<file path="config.mk">
export PLATFORM = sky130hd
export DESIGN_NAME = rtc_bus_if
export DESIGN_NICKNAME = d
export VERILOG_FILES = /design/src/rtl/rtc_bus_if.sv
export SDC_FILE = /design/constraint.sdc
export NUM_CORES = 1
export LEC_CHECK = 0
export CORE_ASPECT_RATIO = 1.1
export CORE_MARGIN = 4
export CORE_UTILIZATION = 45
export CTS_CLUSTER_SIZE = 25
export DETAILED_ROUTE_END_ITERATION = 8
export GPL_TIMING_DRIVEN = 0
export PLACE_DENSITY = 0.73
export SLEW_MARGIN = 20
export SYNTH_ARGS = -nofsm -noshare
export SYNTH_HDL_FRONTEND = slang
export SYNTH_SLANG_ARGS = --single-unit
</file>
<file path="constraint.sdc">
create_clock -name clk -period 5.5 [get_ports clk]
set_input_delay 1.1 -clock clk [delete_from_list [all_inputs] [get_ports clk]]
set_output_delay 1.1 -clock clk [all_outputs]
set_load 0.005 [all_outputs]
</file>
<file path="src/rtl/rtc_bus_if.sv">
// rtc_bus_if: single-request engine for the multiplexed RTC bus.
// A request is accepted over valid/ready and then played out as
// address phase, CS_n-high gap, data phase and recovery. All outputs are
// registered and decoded from the next state, so they change on the edge
// that enters a state.
module rtc_bus_if #(
  parameter int unsigned T_SU  = 2,
  parameter int unsigned T_PW  = 5,
  parameter int unsigned T_HD  = 2,
  parameter int unsigned T_GAP = 4
) (
  input  logic       clk,
  input  logic       reset,
  input  logic       req_valid_i,
  output logic       req_ready_o,
  input  logic       req_write_i,
  input  logic [7:0] req_addr_i,
  input  logic [7:0] req_wdata_i,
  output logic       rsp_valid_o,
  output logic [7:0] rsp_rdata_o,
  output logic       busy_o,
  output logic       rtc_cs_n_o,
  output logic       rtc_wr_n_o,
  output logic       rtc_rd_n_o,
  output logic       rtc_ad_o,
  output logic [7:0] bus_out_o,
  output logic       bus_oe_o,
  input  logic [7:0] bus_in_i
);

  typedef enum logic [3:0] {
    IDLE  = 4'd0,
    A_SU  = 4'd1,
    A_STB = 4'd2,
    A_HD  = 4'd3,
    GAP   = 4'd4,
    D_SU  = 4'd5,
    D_STB = 4'd6,
    D_HD  = 4'd7,
    REC   = 4'd8
  } state_t;

  localparam logic [3:0] LD_SU  = 4'(T_SU - 1);
  localparam logic [3:0] LD_PW  = 4'(T_PW - 1);
  localparam logic [3:0] LD_HD  = 4'(T_HD - 1);
  localparam logic [3:0] LD_GAP = 4'(T_GAP - 1);

  // Dwell counter preload for the state being entered.
  function automatic logic [3:0] load_f(input state_t s);
    logic [3:0] v;
    case (s)
      A_SU, D_SU:   v = LD_SU;
      A_STB, D_STB: v = LD_PW;
      A_HD, D_HD:   v = LD_HD;
      GAP, REC:     v = LD_GAP;
      default:      v = 4'd0;
    endcase
    return v;
  endfunction

  state_t     state_q, state_d;
  logic [3:0] cnt_q, cnt_d;
  logic       write_q, write_d;
  logic [7:0] addr_q, addr_d;
  logic [7:0] wdata_q, wdata_d;

  logic       ready_q, ready_d;
  logic       busy_q, busy_d;
  logic       rsp_valid_q, rsp_valid_d;
  logic [7:0] rdata_q, rdata_d;
  logic       cs_n_q, cs_n_d;
  logic       wr_n_q, wr_n_d;
  logic       rd_n_q, rd_n_d;
  logic       ad_q, ad_d;
  logic [7:0] dout_q, dout_d;
  logic       oe_q, oe_d;

  logic       cnt_zero_s;

  assign cnt_zero_s = (cnt_q == 4'd0);

  // Next-state, dwell counter and request latch.
  always_comb begin
    state_d = state_q;
    cnt_d   = cnt_q;
    write_d = write_q;
    addr_d  = addr_q;
    wdata_d = wdata_q;
    case (state_q)
      IDLE: begin
        if (req_valid_i) begin
          state_d = A_SU;
          write_d = req_write_i;
          addr_d  = req_addr_i;
          wdata_d = req_wdata_i;
        end else begin
          state_d = IDLE;
        end
      end
      A_SU:    state_d = cnt_zero_s ? A_STB : A_SU;
      A_STB:   state_d = cnt_zero_s ? A_HD  : A_STB;
      A_HD:    state_d = cnt_zero_s ? GAP   : A_HD;
      GAP:     state_d = cnt_zero_s ? D_SU  : GAP;
      D_SU:    state_d = cnt_zero_s ? D_STB : D_SU;
      D_STB:   state_d = cnt_zero_s ? D_HD  : D_STB;
      D_HD:    state_d = cnt_zero_s ? REC   : D_HD;
      REC:     state_d = cnt_zero_s ? IDLE  : REC;
      default: state_d = IDLE;
    endcase
    if (state_d != state_q) begin
      cnt_d = load_f(state_d);
    end else if (!cnt_zero_s) begin
      cnt_d = cnt_q - 4'd1;
    end else begin
      cnt_d = cnt_q;
    end
  end

  // Output decode from the next state; response and read capture from the current one.
  always_comb begin
    cs_n_d      = 1'b1;
    wr_n_d      = 1'b1;
    rd_n_d      = 1'b1;
    ad_d        = 1'b0;
    oe_d        = 1'b0;
    dout_d      = 8'h00;
    ready_d     = (state_d == IDLE);
    busy_d      = (state_d != IDLE);
    rsp_valid_d = 1'b0;
    rdata_d     = rdata_q;
    case (state_d)
      A_SU, A_HD: begin
        cs_n_d = 1'b0;
        oe_d   = 1'b1;
        dout_d = addr_d;
      end
      A_STB: begin
        cs_n_d = 1'b0;
        oe_d   = 1'b1;
        dout_d = addr_d;
        wr_n_d = 1'b0;
      end
      GAP: begin
        ad_d = 1'b1;
      end
      D_SU, D_HD: begin
        cs_n_d = 1'b0;
        ad_d   = 1'b1;
        if (write_d) begin
          oe_d   = 1'b1;
          dout_d = wdata_d;
        end else begin
          oe_d = 1'b0;
        end
      end
      D_STB: begin
        cs_n_d = 1'b0;
        ad_d   = 1'b1;
        if (write_d) begin
          oe_d   = 1'b1;
          dout_d = wdata_d;
          wr_n_d = 1'b0;
        end else begin
          rd_n_d = 1'b0;
        end
      end
      default: begin
        cs_n_d = 1'b1;
      end
    endcase
    if ((state_q == REC) && cnt_zero_s) begin
      rsp_valid_d = 1'b1;
    end else begin
      rsp_valid_d = 1'b0;
    end
    // Pad is sampled at the edge that ends the read strobe.
    if ((state_q == D_STB) && cnt_zero_s && !write_q) begin
      rdata_d = bus_in_i;
    end else begin
      rdata_d = rdata_q;
    end
  end

  // Sequencer state, dwell counter and latched request.
  always_ff @(posedge clk or posedge reset) begin
    if (reset) begin
      state_q <= IDLE;
      cnt_q   <= 4'd0;
      write_q <= 1'b0;
      addr_q  <= 8'h00;
      wdata_q <= 8'h00;
    end else begin
      state_q <= state_d;
      cnt_q   <= cnt_d;
      write_q <= write_d;
      addr_q  <= addr_d;
      wdata_q <= wdata_d;
    end
  end

  // Registered bus strobes, handshake and response outputs.
  always_ff @(posedge clk or posedge reset) begin
    if (reset) begin
      ready_q     <= 1'b1;
      busy_q      <= 1'b0;
      rsp_valid_q <= 1'b0;
      rdata_q     <= 8'h00;
      cs_n_q      <= 1'b1;
      wr_n_q      <= 1'b1;
      rd_n_q      <= 1'b1;
      ad_q        <= 1'b0;
      dout_q      <= 8'h00;
      oe_q        <= 1'b0;
    end else begin
      ready_q     <= ready_d;
      busy_q      <= busy_d;
      rsp_valid_q <= rsp_valid_d;
      rdata_q     <= rdata_d;
      cs_n_q      <= cs_n_d;
      wr_n_q      <= wr_n_d;
      rd_n_q      <= rd_n_d;
      ad_q        <= ad_d;
      dout_q      <= dout_d;
      oe_q        <= oe_d;
    end
  end

  assign req_ready_o = ready_q;
  assign busy_o      = busy_q;
  assign rsp_valid_o = rsp_valid_q;
  assign rsp_rdata_o = rdata_q;
  assign rtc_cs_n_o  = cs_n_q;
  assign rtc_wr_n_o  = wr_n_q;
  assign rtc_rd_n_o  = rd_n_q;
  assign rtc_ad_o    = ad_q;
  assign bus_out_o   = dout_q;
  assign bus_oe_o    = oe_q;

endmodule

</file>
==> results.md, run 1 <==
* Sink Count at a little under 50
* First-pass GRT wire length at around 8.4 mm
* Worst hold slack at approximately 480 ps
* Clk Latency, worst-skew pair at around 300 ps
* Core ar. at roughly 0.0048 mm2
* CP Max Fanout at 10
* Routed wire length at 5.03 mm
* Hold endpoint: addr_q[2]$_DFF_PP0_
* Row count at 26
* Vias per cell at between 5 and 6
* Launch point of the worst reg-to-reg path: cnt_q[0]$_DFFE_PP0P_
* Final-report hold violation count at 0
* Placed cells at around 300
* Initial DRC Count at around 130
* Port-buffer cells at 50
* Peak supply drop at ~0.00027 V
* Final weighted congestion in routability-driven placement at between 0.8 and 0.9
* Die width at roughly 76 um
* Ant diodes at 0
* Clk buf depth at 2
* Actual slew at the worst max-slew pin at 600 ps
* Starting Density at between 40 and 50%
* Clock transition at the registers of the reported paths at approximately 90 ps
* Fin cells at 311
* Met1 usage at around 22%
* Power density over the cells at between 500 and 600 mW/mm2
* Post-cts sizing count at 0
* # hold bufs at CTS at 0
* Number of global-route vias before repair at approximately 1,700
* Final #Nets at 283
* # setup viols final at 0
* Post-Layout Inst Area at between 0.002 and 0.003 mm2
* DRC viols at 0
* CTS HTree Levels at 2
* Num CTS Buffers at 5
* # Max-Cap Violations at 0
* Seq cells post-synth at 49
* Post-CTS setup buffers at 0
* Synth cell types at 45
* Reg-to-reg slack, setup at ~3100 ps
* Max Clk Rate at roughly 350 MHz
* HP Start: addr_q[2]$_DFF_PP0_
* Endpoint class of the critical path: flop
* Syn avg cell area at about 12 um2
* GRT overflow at 0
* Pre-Repair DR Iteration Count at 4
* Area delta synth->final at 29.8%
* ANT nets after route at 0
* Vias at ~1,800
* Final clock period utilization by the worst path at 52.4%
* Cells after Synth at ~200
* Io pins at 52
* Root Buffer: clkbuf_8
* Share of cells above drive strength 1 at between 10% and 20%
* Setup TNS at 0 ps
* Die height at roughly 83 um
* RSZ-0062 raised after global routing: false
* Largest net degree at the start of global routing at 29
* CTS tree: done
* CP required at around 5700 ps
* Leakage at 1.30 nW
* Placed cell area at around 0.0029 mm2
* Initial antenna violation count at 0
* WHS Path Cells at 2
* Crit path arrival time at ~3100 ps
* Worst r2r dst: bus_out_o[5]$_DFF_PP0_
* Most Used Layer, Global Route: met2
* Slew margin rel. at between 50% and 60%
* Min Tclk post-route at 2880 ps
* Area of the mapped netlist at ~0.0023 mm2
* Global-route usage over all layers at around 17%
* Commonest non-fill, non-tap cell in the layout: clkdlybuf4s50_1
* Setup crit start kind: primary input
* Half-perimeter wire length after placement at between 3 and 4 mm
* Met2 Use GR at between 20 and 30%
* Die area at roughly 0.0063 mm2
* Avg WL per Cell at approximately 16 um
* Register-to-Register Path Depth at 8
* Met3 Track Usage GR at under 10%
* Max-slew violations at 0
* Worst min path class: reg2reg
* Most frequent cells in the layout: clkdlybuf4s50_1 (50), dfrtp_1 (45), nand2_1 (19)
* Synthesized Nets at roughly 230
* Fill count at 407
* Worst Clk Skew at 7.32 ps
* Critical path type: in2reg
* Outcome: complete, no violations
* Synth warnings at 0
* Post-synthesis sequential area ratio at between 50% and 60%
==> critical path: stages <==
cell and delay [ps]:
clkdlybuf4s50_1 500, nor2b_1 130, buf_1 370, clkbuf_1 420, nand4_1 150, o211a_1 160
a311oi_1 240
==> where the power goes <==
group          switching (mW)  internal, mW  leakage [nW]  total, mW
clock network           0.124        0.0904        0.0445      0.214
registers              0.0735         0.528         0.590      0.602
logic                   0.383         0.400         0.670      0.783
total                   0.580          1.02          1.30       1.60
==> metrics by stage <==
| step | setup slack [ps] | power, mW | util, % |
|---|---|---|---|
| global placement | 2310 | 1.37 | 59.8 |
| finish | 2620 | 1.60 | 62.1 |
| CTS | 2650 | 1.61 | 62.1 |
| detailed placement | 2350 | 1.39 | 60.2 |
| floorplan | 3170 | 1.09 | - |
| global route | 2390 | 1.72 | 62.1 |
==> how the worst max path moves through the flow <==
stage	start	endpoint	slack (ps)	cells after the start
finish	req_valid_i	bus_out_o[3]$_DFF_PP0_	2620	7
global route	req_valid_i	bus_out_o[3]$_DFF_PP0_	2390	7
CTS	req_valid_i	bus_out_o[3]$_DFF_PP0_	2650	7
detailed placement	req_valid_i	bus_out_o[4]$_DFF_PP0_	2350	7
global placement	reset	wdata_q[2]$_DFF_PP0_	2310	2
floorplan	req_valid_i	wdata_q[5]$_DFF_PP0_	3170	5
==> cell type report <==
type	instances	area (um2)	share of cell area [%]
Buffer	15	68.8	2.32
Clock buffer	5	68.8	2.32
Clock inverter	3	21.3	0.717
Inverter	7	26.3	0.885
Multi-Input combinational cell	125	961	32.4
Sequential cell	49	1230	41.5
Tap cell	56	70.1	2.36
Timing Repair Buffer	51	520	17.5
==> flip-flops by register name (all words and copies together) (netlist names) <==
name,count
addr_q,8
bus_out_o,8
rsp_rdata_o,8
wdata_q,8
cnt_q,4
state_q,4
bus_oe_o,1
busy_o,1
req_ready_o,1
rsp_valid_o,1
rtc_ad_o,1
rtc_cs_n_o,1
rtc_rd_n_o,1
rtc_wr_n_o,1
write_q,1
==> cell usage after synthesis, drive strengths merged <==
library cell  count  area [um2]
buf               8        42.5
o21ai             3        15.0
a21boi            1        7.51
ha                1        12.5
o22ai             2        12.5
a211oi            1        7.51
inv               7        26.3
o211ai            8        60.1
nor4              1        21.3
nor2              5        26.3
o211a             8        80.1
clkbuf            7        26.3
a21oi             4        20.0
or4               1        7.51
o21a              2        15.0
nand4             8        50.1
nand3             9        45.0
nand2b            2        12.5
dfstp             4         105
o311ai            1        8.76
a21o              1        7.51
o32ai             1        8.76
nor3              4        25.0
xnor2             1        8.76
dfrtp            45        1130
or3               2        12.5
o31a              1        10.0
mux2             16         210
or3b              2        17.5
a311oi            8        70.1
o2111ai           1        8.76
nor3b             4        41.3
nand2            20        77.6
a31oi             2        18.8
mux2i             3        30.0
nor2b             2        12.5
==> logic make-up (layout without fill, tap and decap cells) <==
logic type	count (synthesis)	after routing	share of synthesized area, %
and+or+nand+nor	60	60	15.3
DFF	49	49	53.8
adders and majority gates	1	1	0.547
xor gates and xnor gates	1	1	0.383
muxes	19	19	10.5
AOI/OAI and AO/OA	44	44	15.3
buffers and inverters	22	81	4.16
==> routing by layer <==
metal  up-vias  wire [um]
met5         -          0
met2        63       2500
met1       862       2230
li1        841          -
met4         0         37
met3         6        263
No activity file was read; power rests on OpenSTA's default activity.
==> inputs of run 2 (changes only) <==
clock period = 2.7 ns   (was 5.5 ns; I/O delays follow)
==> results of run 2 <==
The final DEF is identical to that of run 1. Status: complete, no violations.
Among the figures that moved: setup slack after placement 2350 ps -> 106 ps; setup slack after layout 2620 ps -> 323 ps; start point of the critical path req_valid_i -> cnt_q[0]$_DFFE_PP0P_; end point of the critical path bus_out_o[3]$_DFF_PP0_ -> bus_out_o[5]$_DFF_PP0_; register-to-register setup slack 3120 ps -> 320 ps; total power 1.60 mW -> 3.26 mW; worst IR drop on VDD 0.000271 V -> 0.000552 V
